===== src/rtl/shift_pkg.sv =====
// Shared types and constants for the universal shift register and its helpers.
package shift_pkg;

  typedef enum logic [1:0] {
    MODE_HOLD   = 2'b00,
    MODE_SHIFT  = 2'b01,
    MODE_LOAD   = 2'b10,
    MODE_ROTATE = 2'b11
  } shift_mode_t;

  localparam logic DIR_LEFT  = 1'b0;
  localparam logic DIR_RIGHT = 1'b1;

endpackage


===== src/rtl/shift_bit_counter.sv =====
// Modulo-WIDTH shift counter with a registered one-cycle strobe on wrap.
module shift_bit_counter #(
  parameter int WIDTH = 4,
  parameter int CW    = $clog2(WIDTH)
) (
  input  logic          clk,
  input  logic          reset,
  input  logic          inc,
  input  logic          clr,
  output logic [CW-1:0] count,
  output logic          wrap
);

  localparam logic [CW-1:0] LAST = CW'(WIDTH - 1);

  logic [CW-1:0] count_reg, count_next;
  logic          wrap_reg, wrap_next;
  logic          at_last;

  assign at_last = (count_reg == LAST);

  always_comb begin
    count_next = count_reg;
    wrap_next  = 1'b0;
    if (clr) begin
      count_next = '0;
    end else if (inc) begin
      count_next = at_last ? '0 : count_reg + CW'(1);
      // The strobe lands together with the edge that completes the word.
      wrap_next  = at_last;
    end
  end

  always_ff @(posedge clk) begin
    if (reset) begin
      count_reg <= '0;
      wrap_reg  <= 1'b0;
    end else begin
      count_reg <= count_next;
      wrap_reg  <= wrap_next;
    end
  end

  assign count = count_reg;
  assign wrap  = wrap_reg;

endmodule


===== src/rtl/universal_shift_register.sv =====
// Width-configurable shift register: hold, shift, load, rotate in either direction,
// with a word-complete strobe so it can act as SIPO deserialiser or PISO serialiser.
module universal_shift_register
  import shift_pkg::*;
#(
  parameter int               WIDTH       = 4,
  parameter logic [WIDTH-1:0] RESET_VALUE = '0
) (
  input  logic                     clk,
  input  logic                     reset,
  input  logic                     en,
  input  logic [1:0]               mode,
  input  logic                     dir,
  input  logic                     serial_in,
  input  logic [WIDTH-1:0]         load_data,
  output logic                     serial_out,
  output logic [WIDTH-1:0]         parallel_out,
  output logic [$clog2(WIDTH)-1:0] bit_count,
  output logic                     word_valid
);

  shift_mode_t      mode_sel;
  logic [WIDTH-1:0] q_reg, q_next;
  logic [WIDTH-1:0] shift_left, shift_right, rot_left, rot_right;
  logic             cnt_inc, cnt_clr;

  assign mode_sel    = shift_mode_t'(mode);
  assign shift_left  = {q_reg[WIDTH-2:0], serial_in};
  assign shift_right = {serial_in, q_reg[WIDTH-1:1]};
  assign rot_left    = {q_reg[WIDTH-2:0], q_reg[WIDTH-1]};
  assign rot_right   = {q_reg[0], q_reg[WIDTH-1:1]};

  always_comb begin
    q_next = q_reg;
    if (en) begin
      case (mode_sel)
        MODE_SHIFT:  q_next = (dir == DIR_RIGHT) ? shift_right : shift_left;
        MODE_LOAD:   q_next = load_data;
        MODE_ROTATE: q_next = (dir == DIR_RIGHT) ? rot_right : rot_left;
        default:     q_next = q_reg;
      endcase
    end
  end

  always_ff @(posedge clk) begin
    if (reset) begin
      q_reg <= RESET_VALUE;
    end else begin
      q_reg <= q_next;
    end
  end

  // Disabled cycles neither count nor clear; the strobe drops on its own.
  assign cnt_inc = en && (mode_sel == MODE_SHIFT);
  assign cnt_clr = en && (mode_sel == MODE_LOAD);

  shift_bit_counter #(
    .WIDTH (WIDTH)
  ) u_bit_counter (
    .clk   (clk),
    .reset (reset),
    .inc   (cnt_inc),
    .clr   (cnt_clr),
    .count (bit_count),
    .wrap  (word_valid)
  );

  assign serial_out   = (dir == DIR_RIGHT) ? q_reg[0] : q_reg[WIDTH-1];
  assign parallel_out = q_reg;

endmodule

===== config.mk =====
export PLATFORM = sky130hd
export DESIGN_NAME = universal_shift_register
export DESIGN_NICKNAME = d
export VERILOG_FILES = /design/src/rtl/shift_pkg.sv /design/src/rtl/shift_bit_counter.sv /design/src/rtl/universal_shift_register.sv
export SDC_FILE = /design/constraint.sdc
export NUM_CORES = 1
export LEC_CHECK = 0
export CORE_AREA = 2 2 39 41
export CTS_CLUSTER_SIZE = 24
export DETAILED_ROUTE_END_ITERATION = 6
export DIE_AREA = 0 0 41 43
export PLACE_DENSITY = 0.66
export SLEW_MARGIN = 30
export SYNTH_ARGS = -nofsm -noshare
export SYNTH_HDL_FRONTEND = slang
export SYNTH_SLANG_ARGS = --single-unit

===== constraint.sdc =====
create_clock -name clk -period 1.8 [get_ports clk]
set_input_delay 0.36 -clock clk [delete_from_list [all_inputs] [get_ports clk]]
set_output_delay 0.36 -clock clk [all_outputs]
set_load 0.02 [all_outputs]

**After elaboration in Yosys (flattened, before gate mapping)**

Cells that the tools add are included.

- Bits of input ports: 11
- Output and inout port bits: 8
- Register bits after elaboration: 7
- Logic and storage cells: 20

- Reduce and logical (&&, ||, !) cells: 6
- Eq/ne operators: 4
- Bitwise logic cells: 1
- $add $sub $neg: 1
- Multiplexer cells: 5

Operator list:

| cell | number |
|---|---|
| 4-bit one-hot mux with 3 select lines | 1 |
| 4-bit 2-to-1 mux | 2 |
| 2-bit == test (second input constant) | 3 |
| 3-bit nonzero test | 1 |
| 3-bit OR reduction | 1 |
| 2-bit by 1-bit adder with 2-bit output (second input constant) | 1 |
| 2-bit by 1-bit == test with 1-bit output (second input constant) | 1 |
| 1-bit logical AND | 2 |
| 2-bit 2-to-1 mux | 1 |
| 2-bit AND reduction | 1 |
| 2-bit OR reduction | 1 |
| 1-bit 2-to-1 mux | 1 |
| 1-bit NOT | 1 |

**Depth between registers and ports, before layout**

Gate-level depths: netlist (run 1).

- Depth in word-level cells: 4
- Gate-level depth with buffers: 4
- Depth with buffers taken out: 4

**Hierarchy**

A second synthesis (run 1) with hierarchy kept.

- Cell total of the unflattened synthesis: 48
- Area total of the unflattened synthesis: 452.9 um^2

By module, submodules not included:

| module | cells each | area each (um^2) | times used |
|---|---|---|---|
| universal_shift_register | 37 | 329.1 | 1 |
| shift_bit_counter | 11 | 123.9 | 1 |

**Worst setup path before layout (run 1)**

OpenSTA, ideal clock, no wires.

- Path type: flip-flop to flip-flop
- Start point: register u_bit_counter.count_reg[0], in the netlist u_bit_counter.count[0]
- End point: register u_bit_counter.count_reg[0], in the netlist u_bit_counter.count[0]
- Period minus slack after synthesis: 1161 ps
- Arrival time: 1041 ps
- Path buffers: 0
- Slack: 639 ps
- Setup time: 120 ps
- Stages on the path, launching flop included: 5
- Cells stage by stage: dfxtp_1 ha_1 and4bb_1 o21bai_1 a21oi_1

- Longest elaborated chain between the ends: 2
- Elaborated cells on any way between the ends: 3
- Those cells by class: add/sub (1); eq/ne (1); mux (1)

Ends and longest elaborated chain:

| element | line | text |
|---|---|---|
| start: declaration | shift_bit_counter.sv:16 | `logic [CW-1:0] count_reg, count_next;` |
| start signal: assignment | shift_bit_counter.sv:39 | `count_reg <= count_next;` |
| 2-bit == test | shift_bit_counter.sv:20 | `assign at_last = (count_reg == LAST);` |
| via u_bit_counter.at_last | shift_bit_counter.sv:18 | `logic at_last;` |
| 2-bit 2-to-1 mux | shift_bit_counter.sv:28 | `count_next = at_last ? '0 : count_reg + CW'(1);` |

The timed path passes the listed nets, and every way through them passes these cells.
A chain may end at the register's enable or synchronous reset.

**Worst setup path after layout (run 1)**

- Start point: input dir
- End point: output serial_out

- Longest elaborated chain between the ends: 1

Ends and longest elaborated chain:

| element | line | text |
|---|---|---|
| start: declaration | universal_shift_register.sv:13 | `input logic dir,` |
| 1-bit 2-to-1 mux | universal_shift_register.sv:68 | `assign serial_out = (dir == DIR_RIGHT) ? q_reg[0] : q_reg[WIDTH-1];` |
| end: declaration | universal_shift_register.sv:16 | `output logic serial_out,` |

Every way passes these cells.

==> metrics.sh, run 1 <==
OUTCOME='finished clean'
REPORT.FINAL.HOLD_VIOL_COUNT=0
CRITICAL_PATH.ENDPOINT_TYPE='output pin'
CRIT_REQUIRED_NS=1.44
SYNTH_CELL_TYPE_COUNT=23
SYNTHESIS.AREA_UM2=475.5
EDFF_COUNT_SYNTH=0
YS_SEQ_AREA_SHARE_PCT=29.47
FIRSTDRTPASSITERS=4
ARRIVAL_NS=1.37
SHARE_SEQ_OF_TOTAL_POWER_PCT=39.1
DRTANTENNAVIOLNETS=0
TIMING.FINAL.CRIT_PERIOD_NS=1.732
CTSROOTBUFFERMASTER='sky130_fd_sc_hd__clkbuf_4'
FLOORPLAN.ROWS=14
SYNTHESIS.NETS=69
TIGHTESTPINTRANSITION_NS=0.3149
IOPINCOUNT=19
PEAKVDDDROP_V=0.0002602
ROUTEDWLPERCELL_UM=11.29
POST_ROUTE_WL_UM=1095
DRC=0
CTS_TREE='yes'
PRIMARY_FLIP_FLOP_CELL_CHOSEN_BY_SYNTHESIS_MAPPING='sky130_fd_sc_hd__dfxtp_1'
FINAL-SETUP-VIOL-COUNT=0
MAX_FREQ_GHz=0.5774
VIAS_POST_DR=496
POST_ROUTE_CELLS_DRIVE_ABOVE_1_SHARE_PCT=16.05
P_SW_W=0.0001239
CLOCK_TRANSITION_AT_THE_REGISTERS_OF_THE_REPORTED_PATHS_NS=0.06
RSZ0062_AT_GRT='false'
DRT_FIRST_ITER_VIOLATIONS=8
MOSTFREQUENTLAYOUTCELLS='17 x sky130_fd_sc_hd__clkdlybuf4s50_1, 10 x sky130_fd_sc_hd__a21oi_1, 9 x sky130_fd_sc_hd__nand2_1'
HPWLAFTERDP_UM=801.8
CRITICAL_PATH.TOP_DELAY_FAMILY='buffers and inverters'
P_LEAK_nW=0.2787
DIEWIDTH_UM=41
TIMING_WORST_SETUP_PATH_TYPE='in -> out'
INITIAL_CELL_DENSITY_OF_THE_CORE_PCT=34.36
PERIOD_SHARE_PCT=96.22
DRV_CAP=0
WIRE_LENGTH_OF_THE_FIRST_GLOBAL_ROUTING_PASS_UM=1794
NUMBER_OF_GLOBAL_ROUTE_VIAS_BEFORE_REPAIR=447
POWER_FRAC_COMB_PCT=25.8
SYNTH_WARNINGS=0
CELL_INTERNAL_PWR_W=0.0003105
NUMCLOCKSINKS=7
BUFFER_PORTS.INSERTED=18
HTREEDEPTH=1
POWER_SWITCHING_SHARE_PCT=28.52
POSTCTSSETUPREPAIRBUFS=0
MAX-CLOCK-PATH-BUFFERS=2
SYN_TO_FINAL_GROWTH_PCT=49.47
GROUTE.USAGE.OVERALL_PCT=15.45
GPL.FINAL_WEIGHTED_CONGESTION=0.7941
CRITICAL_PATH.STARTPOINT_TYPE='input port'
ANTENNA_CELLS=0
CRITICAL-PATH-SLOWEST-CELL='sky130_fd_sc_hd__clkdlybuf4s50_1'
FLOORPLAN.CORE_AREA_UM2=1384
POST_LAYOUT_NONFILLER_INSTANCES=97
SYNTHCELLS=57
GRT_REMAINING_OVERFLOW=0
MULTI_INPUT_COMB_AREA_UM2=300.3
MAXSLEWHEADROOM_PCT=78.94
CRIT_PATH_MAX_FANOUT=3
LAYOUT.CELLS.MOST_COMMON='sky130_fd_sc_hd__clkdlybuf4s50_1'
FINAL_AREA_UM2=710.7
SYNTH-ASYNC-RESET-RATIO_PCT=0
CRIT_BUF_INV=2
POWER.DENSITY_CELL_AREA_nW_PER_UM2=611.2
CP_PEAK_STAGE_DELAY_NS=0.43
POSTPLACECELLAREA_UM2=685.7
ROUTE.DETAILED.VIAS_PER_INST=5.113
ANTENNA_VIOLATIONS_BEFORE_REPAIR=0
LAYOUT.NETS=94
LARGEST_NET_DEGREE_AT_THE_START_OF_GLOBAL_ROUTING=11
FP.DIEAREA_UM2=1763
AVGSYNTHCELLAREA_UM2=8.341
FINALCLOCKSKEW_NS=0.0003617
TRITONCTS.NUM_BUFFERS=3
MIN_PATH_TYPE='reg -> reg'
LAYOUT.AREA.SEQ_UM2=140.1
YS_SEQ_ELEMENTS=7
REG2REG_SLACK_NS=0.70
DIEHEIGHT_UM=43
TIMING.CRITICAL_PATH.CELLS='clkdlybuf4s50_1 -> nand2b_1 -> nand2_1 -> dlygate4sd2_1'
SLEW_VIOLATIONS=0
P_CLK_SHARE_PCT=35.1
HOLD-WORST-SLACK_NS=0.4932
FILLERS=144
LATEST_CLOCK_ARRIVAL_WITHIN_THE_WORST_SKEW_PAIR_NS=0.26
LARGEST_REG_FLOPS=4
DP.CELLS=93
==> layer usage <==
layer	part of all wire [%]	GRT usage, %	vias to the layer above
met1	48	18.91	224
met2	45	20.00	16
li1	-	-	252
met5	0	0	-
met4	2.6	13.33	0
met3	4.5	5.759	4
==> final cells by class <==
cell class / count / area share [%]
inverters: 2 / 1.056
flip-flops and latches: 7 / 19.72
clock buffers: 4 / 3.697
well taps: 16 / 2.817
repair buffers: 23 / 30.46
multi-input cells: 45 / 42.25
==> worst register-to-register path: stages, from the launching register on <==
cell and delay [ns]:
sky130_fd_sc_hd__dfxtp_1 0.38, sky130_fd_sc_hd__ha_1 0.18, sky130_fd_sc_hd__and4bb_1 0.21, sky130_fd_sc_hd__o21bai_1 0.14, sky130_fd_sc_hd__a21oi_1 0.07
==> stage by stage <==
stage | worst slack [ns] | power [W] | util [%] | setup TNS, ns
after global routing | 0.01988 | 0.0004590 | 51.36 | 0
final | 0.06801 | 0.0004344 | 51.36 | 0
after floorplan | 0.6391 | 0.0002314 | - | 0
after detailed placement | -0.1949 | 0.0002869 | 49.55 | -0.1949
after CTS | 0.06468 | 0.0004423 | 51.36 | 0
after global placement | -0.1699 | 0.0002859 | 49.55 | -0.1699
==> repair_timing <==
item | CTS | global route
hold buffers | 0 | 0
endpoints found under the setup margin | 1 | 0
gates resized for setup | 1 | 0
==> power by group through the flow <==
stage                     Sequential (W)  Clock (W)  Combinational [W]
after CTS                       0.000170   0.000160           0.000113
final                           0.000170   0.000152           0.000112
after global routing            0.000171   0.000166           0.000122
after floorplan                 0.000180          0          0.0000511
after detailed placement        0.000173          0           0.000114
after global placement          0.000173          0           0.000113
==> final timing paths <==
| kind | from | to | depth (start not counted) |
|---|---|---|---|
| hold reg to reg | parallel_out[1]$_SDFFE_PP0P_ | parallel_out[1]$_SDFFE_PP0P_ | 2 |
| hold / removal | parallel_out[1]$_SDFFE_PP0P_ | parallel_out[1]$_SDFFE_PP0P_ | 2 |
| setup / recovery | dir | serial_out | 4 |
| setup reg to reg | u_bit_counter.count[0]$_SDFFE_PP0P_ | u_bit_counter.count[0]$_SDFFE_PP0P_ | 4 |
==> cells in the mapped netlist, types with 2 or more instances <==
cell                       count  area, um^2
sky130_fd_sc_hd__a21oi_1      10       50.05
sky130_fd_sc_hd__nand2_1       9       33.78
sky130_fd_sc_hd__dfxtp_1       7       140.1
sky130_fd_sc_hd__nand2b_1      4       25.02
sky130_fd_sc_hd__nor2b_1       3       18.77
sky130_fd_sc_hd__buf_6         2       22.52
sky130_fd_sc_hd__inv_1         2       7.510
sky130_fd_sc_hd__mux2_4        2       30.03
sky130_fd_sc_hd__o21ai_1       2       10.01
sky130_fd_sc_hd__o221ai_1      2       17.52
sky130_fd_sc_hd__o31a_1        2       17.52
==> kinds of logic (layout without fill, tap and decap cells) <==
logic type | Yosys count | in the layout | share of synthesized area, %
AO/OA/AOI/OAI | 21 | 21 | 28.95
AND/OR/NAND/NOR | 21 | 21 | 25.26
flip-flops | 7 | 7 | 29.47
buffers and inverters | 5 | 29 | 7.368
multiplexers | 2 | 2 | 6.316
adder cells (fa/ha/maj) | 1 | 1 | 2.631
Note: power is estimated with default switching activity, not from simulation.
==> run 2: changes to the inputs <==
- clock period: 1.8 -> 2.2 ns (I/O delays scaled with it)
==> metrics.sh, run 2 (same netlist as run 1, synthesis figures left out) <==
DRV_CAP=0  # unchanged
FINAL-SETUP-VIOL-COUNT=0  # unchanged
ARRIVAL_NS=1.37  # about the same
BUFFER_PORTS.INSERTED=18  # unchanged
TIMING.CRITICAL_PATH.CELLS='clkdlybuf4s50_1 -> nand2b_1 -> nand2_1 -> dlymetal6s2s_1'
GPL.FINAL_WEIGHTED_CONGESTION=0.8335  # +5.0%
HTREEDEPTH=1  # unchanged
HPWLAFTERDP_UM=762.2  # -4.9%
ROUTE.DETAILED.VIAS_PER_INST=5.097  # -0.33%
NUMCLOCKSINKS=7  # unchanged
NUMBER_OF_GLOBAL_ROUTE_VIAS_BEFORE_REPAIR=409  # -8.5%
POWER_W=0.0003429  # -21%
ROUTEDWLPERCELL_UM=11.16  # -1.1%
P_LEAK_nW=0.2718  # -2.5%
LATEST_CLOCK_ARRIVAL_WITHIN_THE_WORST_SKEW_PAIR_NS=0.24  # -0.02 ns
GROUTE.USAGE.OVERALL_PCT=13.76  # -1.7 points
FILLERS=144  # unchanged
REGTOREGENDPOINT='u_bit_counter.count[0]$_SDFFE_PP0P_'
TRITONCTS.NUM_BUFFERS=3  # unchanged
MIN_PATH_TYPE='reg -> reg'
CRIT_PATH_MAX_FANOUT=5  # +2
WIRE_LENGTH_OF_THE_FIRST_GLOBAL_ROUTING_PASS_UM=1690  # -5.8%
PEAKVDDDROP_V=0.0002040  # -22%
FIRSTDRTPASSITERS=5  # +1
DIEHEIGHT_UM=43  # unchanged
CP-ENDPOINT='serial_out'
CP_PEAK_STAGE_DELAY_NS=0.46  # +0.03 ns
FLOORPLAN.CORE_AREA_UM2=1384  # unchanged
CRITICAL-PATH-SLOWEST-CELL='sky130_fd_sc_hd__clkdlybuf4s50_1'
MULTI_INPUT_COMB_AREA_UM2=300.3  # unchanged
FINALCLOCKSKEW_NS=0.0001333  # -0.0002283 ns
FLOORPLAN.ROWS=14  # unchanged
CTSROOTBUFFERMASTER='sky130_fd_sc_hd__clkbuf_4'
POWER.DENSITY_CELL_AREA_nW_PER_UM2=501.0  # -18%
SLEW_VIOLATIONS=0  # unchanged
FP.DIEAREA_UM2=1763  # unchanged
CTS_HOLD_BUF=0  # unchanged
PERIOD_SHARE_PCT=82.09
PATH_DEPTH=4  # unchanged
RSZ0062_AT_GRT='false'
CRITICAL_PATH.TOP_DELAY_FAMILY='buffers and inverters'
CRITICAL_PATH.STARTPOINT_TYPE='input port'
LAYOUT.NETS=90  # -4.3%
FIN_UTIL_PCT=49.46  # -1.9 points
CTS_TREE='yes'
SYN_TO_FINAL_GROWTH_PCT=43.95
MAX-CLOCK-PATH-BUFFERS=2  # unchanged
LAYOUT.AREA.SEQ_UM2=140.1  # unchanged
LARGEST_NET_DEGREE_AT_THE_START_OF_GLOBAL_ROUTING=15  # +4
MAX_FREQ_GHz=0.5537
LARGEST_REG_FLOPS=4  # unchanged
WORST_SETUP_PATH_STARTPOINT='dir'
POST_ROUTE_WL_UM=1038  # -5.2%
MAXSLEWHEADROOM_PCT=67.26  # -12 points
WORSTREG2REGSTART='u_bit_counter.count[0]$_SDFFE_PP0P_'
CLOCK_TRANSITION_AT_THE_REGISTERS_OF_THE_REPORTED_PATHS_NS=0.06  # about the same
INITIAL_CELL_DENSITY_OF_THE_CORE_PCT=34.36  # unchanged
TIMING.FINAL.CRIT_PERIOD_NS=1.806
MOSTFREQUENTLAYOUTCELLS='17 x sky130_fd_sc_hd__clkdlybuf4s50_1, 10 x sky130_fd_sc_hd__a21oi_1, 9 x sky130_fd_sc_hd__nand2_1'
HOLD-WORST-SLACK_NS=0.5006  # +0.007330 ns
TIMING_WORST_SETUP_PATH_TYPE='in -> out'
POST_ROUTE_CELLS_DRIVE_ABOVE_1_SHARE_PCT=11.69  # -4.4 points
OUTCOME='finished clean'
DRC=0  # unchanged
DRTANTENNAVIOLNETS=0  # unchanged
REG2REG_SLACK_NS=1.09  # +0.39 ns
ANTENNA_VIOLATIONS_BEFORE_REPAIR=0  # unchanged
POSTCTSSETUPREPAIRBUFS=0  # unchanged
VIAS_POST_DR=474  # -4.4%
TNS_NS=0  # unchanged
GRT_REMAINING_OVERFLOW=0  # unchanged
WHS_PATH_DEPTH=2  # unchanged
LAYOUT.CELLS.MOST_COMMON='sky130_fd_sc_hd__clkdlybuf4s50_1'
DRT_FIRST_ITER_VIOLATIONS=10  # +2
DIEWIDTH_UM=41  # unchanged
ANTENNA_CELLS=0  # unchanged
FINAL_AREA_UM2=684.4  # -3.7%
TIGHTESTPINTRANSITION_NS=0.4895  # +0.1746 ns
POSTPLACECELLAREA_UM2=655.6  # -4.4%
CRIT_BUF_INV=2  # unchanged
CRITICAL_PATH.ENDPOINT_TYPE='output pin'
IOPINCOUNT=19  # unchanged
R2R.WORST_PATH.CELLS=4  # unchanged
CRIT_REQUIRED_NS=1.76  # +0.32 ns
REPORT.FINAL.HOLD_VIOL_COUNT=0  # unchanged
-- run 2: tightest hold or removal path, cell delays in order (launching register included) --
cell and delay [ns]:
sky130_fd_sc_hd__dfxtp_1 0.33, sky130_fd_sc_hd__nand2_1 0.06, sky130_fd_sc_hd__a21oi_1 0.06
-- run 2: how the worst min path moves through the flow --
stage	from	endpoint
final	parallel_out[1]$_SDFFE_PP0P_	parallel_out[1]$_SDFFE_PP0P_
after global placement	u_bit_counter.count[1]$_SDFFE_PP0P_	u_bit_counter.count[1]$_SDFFE_PP0P_
after detailed placement	parallel_out[1]$_SDFFE_PP0P_	parallel_out[1]$_SDFFE_PP0P_
after CTS	parallel_out[1]$_SDFFE_PP0P_	parallel_out[1]$_SDFFE_PP0P_
after global routing	parallel_out[2]$_SDFFE_PP0P_	parallel_out[2]$_SDFFE_PP0P_
after floorplan	reset	parallel_out[1]$_SDFFE_PP0P_
-- run 2: metrics by stage --
stage / cells / setup WS, ns
after floorplan: 57 / 0.8915
after global placement: 89 / 0.02889
after detailed placement: 89 / 0.004071
after CTS: 93 / 0.002541
after global routing: 93 / 0.3375
final: 93 / 0.3940
-- run 2: per-layer routing --
layer / vias up / routed length [um] / global-route usage (%)
met3: 0 / 45 / 3.141
met4: 0 / 0 / 6.000
li1: 245 / - / -
met1: 215 / 515 / 18.97
met5: - / 0 / 0
met2: 14 / 477 / 19.69
-- run 2: layout make-up --
class	count	area share [%]
clock buffers	4	3.839
flip-flops and latches	7	20.48
well taps	16	2.925
inverters	2	1.097
repair buffers	19	27.79
multi-input cells	45	43.88
-- run 2: report_power, final --
part	internal [W]	switching, W
logic	0.0000480	0.0000388
registers	0.000133	0.00000618
clock network	0.0000693	0.0000478
-- run 2: timing repair --
item / 4_1_cts / 5_1_grt
gates resized for setup: 0 / 1
hold endpoints to repair: 0 / 0
endpoints found under the setup margin: 0 / 1
==> run 3: changes to the inputs <==
- clock period: 2.2 -> 1.81 ns (I/O delays scaled with it)
==> metrics.sh, run 3 (same netlist as run 1, synthesis figures left out) <==
DIEHEIGHT_UM=43  # unchanged
LAYOUT.AREA.SEQ_UM2=140.1  # unchanged
PEAKVDDDROP_V=0.0002833  # +39%
CP_PEAK_STAGE_DELAY_NS=0.43  # -0.03 ns
DRTANTENNAVIOLNETS=0  # unchanged
IOPINCOUNT=19  # unchanged
CRIT_BUF_INV=2  # unchanged
PLACE_WORST_SETUP_SLACK_NS=-0.1882  # -0.1923 ns
ROUTE.DETAILED.VIAS_PER_INST=5.135  # +0.76%
TNS_NS=0  # unchanged
FINALCLOCKSKEW_NS=0.004877  # +0.004744 ns
WORST_SETUP_PATH_STARTPOINT='dir'
WORSTREG2REGSTART='u_bit_counter.count[0]$_SDFFE_PP0P_'
MAX-CLOCK-PATH-BUFFERS=2  # unchanged
DRT_FIRST_ITER_VIOLATIONS=6  # -4
PATH_DEPTH=4  # unchanged
SYN_TO_FINAL_GROWTH_PCT=47.89
CTS_HOLD_BUF=0  # unchanged
TIMING.CRITICAL_PATH.CELLS='clkdlybuf4s50_1 -> nand2b_1 -> nand2_1 -> dlygate4sd2_1'
LATEST_CLOCK_ARRIVAL_WITHIN_THE_WORST_SKEW_PAIR_NS=0.26  # +0.02 ns
GROUTE.USAGE.OVERALL_PCT=15.85  # +2.1 points
MAX_FREQ_GHz=0.5794
FINAL-SETUP-VIOL-COUNT=0  # unchanged
P_LEAK_nW=0.2739  # +0.78%
REPORT.FINAL.HOLD_VIOL_COUNT=0  # unchanged
MULTI_INPUT_COMB_AREA_UM2=300.3  # unchanged
FILLERS=138  # -4.2%
CLOCK_TRANSITION_AT_THE_REGISTERS_OF_THE_REPORTED_PATHS_NS=0.06  # about the same
FINAL_CRITICAL_PATH_SETUP_SLACK_NS=0.08398  # -0.3100 ns
CRIT_PATH_MAX_FANOUT=3  # -2
INITIAL_CELL_DENSITY_OF_THE_CORE_PCT=34.36  # unchanged
HPWLAFTERDP_UM=791.6  # +3.9%
CP-ENDPOINT='serial_out'
CRITICAL_PATH.ENDPOINT_TYPE='output pin'
ANTENNA_CELLS=0  # unchanged
HTREEDEPTH=1  # unchanged
RSZ0062_AT_GRT='false'
FP.DIEAREA_UM2=1763  # unchanged
TIMING_WORST_SETUP_PATH_TYPE='in -> out'
LAYOUT.NETS=93  # +3.3%
CTS_TREE='yes'
NUMCLOCKSINKS=7  # unchanged
BUFFER_PORTS.INSERTED=18  # unchanged
FLOORPLAN.ROWS=14  # unchanged
POST_ROUTE_CELLS_DRIVE_ABOVE_1_SHARE_PCT=15.00  # +3.3 points
POWER_W=0.0004307  # +26%
SLEW_VIOLATIONS=0  # unchanged
CRITICAL-PATH-SLOWEST-CELL='sky130_fd_sc_hd__clkdlybuf4s50_1'
LARGEST_REG_FLOPS=4  # unchanged
DRV_CAP=0  # unchanged
CTSROOTBUFFERMASTER='sky130_fd_sc_hd__clkbuf_4'
FLOORPLAN.CORE_AREA_UM2=1384  # unchanged
CRITICAL_PATH.TOP_DELAY_FAMILY='buffers and inverters'
HOLD-WORST-SLACK_NS=0.4944  # -0.006141 ns
POST_ROUTE_WL_UM=1126  # +8.5%
MIN_PATH_TYPE='reg -> reg'
R2R.WORST_PATH.CELLS=4  # unchanged
REG2REG_SLACK_NS=0.71  # -0.38 ns
TIMING.FINAL.CRIT_PERIOD_NS=1.726
PERIOD_SHARE_PCT=95.36
LARGEST_NET_DEGREE_AT_THE_START_OF_GLOBAL_ROUTING=11  # -4
DIEWIDTH_UM=41  # unchanged
WIRE_LENGTH_OF_THE_FIRST_GLOBAL_ROUTING_PASS_UM=1869  # +11%
TIGHTESTPINTRANSITION_NS=0.3108  # -0.1787 ns
TRITONCTS.NUM_BUFFERS=3  # unchanged
VIAS_POST_DR=493  # +4.0%
ROUTEDWLPERCELL_UM=11.73  # +5.1%
ARRIVAL_NS=1.36  # about the same
DRC=0  # unchanged
CRIT_REQUIRED_NS=1.45  # -0.31 ns
NUMBER_OF_GLOBAL_ROUTE_VIAS_BEFORE_REPAIR=458  # +12%
ANTENNA_VIOLATIONS_BEFORE_REPAIR=0  # unchanged
POWER.DENSITY_CELL_AREA_nW_PER_UM2=612.5  # +22%
LAYOUT.CELLS.MOST_COMMON='sky130_fd_sc_hd__clkdlybuf4s50_1'
GPL.FINAL_WEIGHTED_CONGESTION=0.8025  # -3.7%
FIRSTDRTPASSITERS=2  # -3
MOSTFREQUENTLAYOUTCELLS='17 x sky130_fd_sc_hd__clkdlybuf4s50_1, 10 x sky130_fd_sc_hd__a21oi_1, 9 x sky130_fd_sc_hd__nand2_1'
MAXSLEWHEADROOM_PCT=79.21  # +12 points
REGTOREGENDPOINT='u_bit_counter.count[0]$_SDFFE_PP0P_'
GRT_REMAINING_OVERFLOW=0  # unchanged
FIN_UTIL_PCT=50.81  # +1.4 points
OUTCOME='finished clean'
CRITICAL_PATH.STARTPOINT_TYPE='input port'
## run 3: cell types whose count changed in the layout (fill, tap and decap cells not counted)
cell,previous run,this run
sky130_fd_sc_hd__dlygate4sd2_1,0,1
sky130_fd_sc_hd__buf_4,1,4
sky130_fd_sc_hd__dlymetal6s2s_1,1,0
## run 3: cell type report
| cell class | instances | share of cell area, % |
|---|---|---|
| Multi-Input combinational cell | 45 | 42.70 |
| Timing Repair Buffer | 22 | 29.72 |
| Sequential cell | 7 | 19.93 |
| Clock buffer | 4 | 3.737 |
| Tap cell | 16 | 2.847 |
| Inverter | 2 | 1.068 |
## run 3: repair_timing
action                                  in CTS  in global routing
resized for setup                            1                  0
endpoints found under the setup margin       1                  0
setup buffers                                0                  0
## run 3: worst min path at each step
stage,startpoint,to,cells after the start
2_1_floorplan,reset,parallel_out[1]$_SDFFE_PP0P_,1
3_3_place_gp,parallel_out[1]$_SDFFE_PP0P_,parallel_out[1]$_SDFFE_PP0P_,2
3_5_place_dp,parallel_out[1]$_SDFFE_PP0P_,parallel_out[1]$_SDFFE_PP0P_,2
4_1_cts,parallel_out[1]$_SDFFE_PP0P_,parallel_out[1]$_SDFFE_PP0P_,2
5_1_grt,u_bit_counter.count[1]$_SDFFE_PP0P_,u_bit_counter.count[1]$_SDFFE_PP0P_,2
6_report,parallel_out[1]$_SDFFE_PP0P_,parallel_out[1]$_SDFFE_PP0P_,2
## run 3: layer usage
layer / track usage, % / up-vias / routed length [um]
met2: 22.19 / 14 / 529
met1: 19.23 / 223 / 527
met5: 0 / - / 0
met4: 11.33 / 0 / 15
met3: 5.236 / 4 / 53
li1: - / 252 / -
## run 3: report_power, final
group / internal, W / switching (W) / total, W
Combinational: 0.0000614 / 0.0000489 / 0.000110
Clock: 0.0000847 / 0.0000667 / 0.000151
Sequential: 0.000161 / 0.00000768 / 0.000169
Total: 0.000307 / 0.000123 / 0.000431
## run 3: per-stage QoR
stage	cells	area [um^2]
3_3_place_gp	92	678.2
3_5_place_dp	92	678.2
2_1_floorplan	57	475.5
4_1_cts	96	703.2
5_1_grt	96	703.2
6_report	96	703.2
## run 3: worst reg2reg max path: cells and delay by family (launching register included)
kind / cells / cell delay, ns
AO/OA/AOI/OAI: 2 / 0.21
AND/OR/NAND/NOR: 1 / 0.21
flip-flops: 1 / 0.38
adder cells (fa/ha/maj): 1 / 0.18
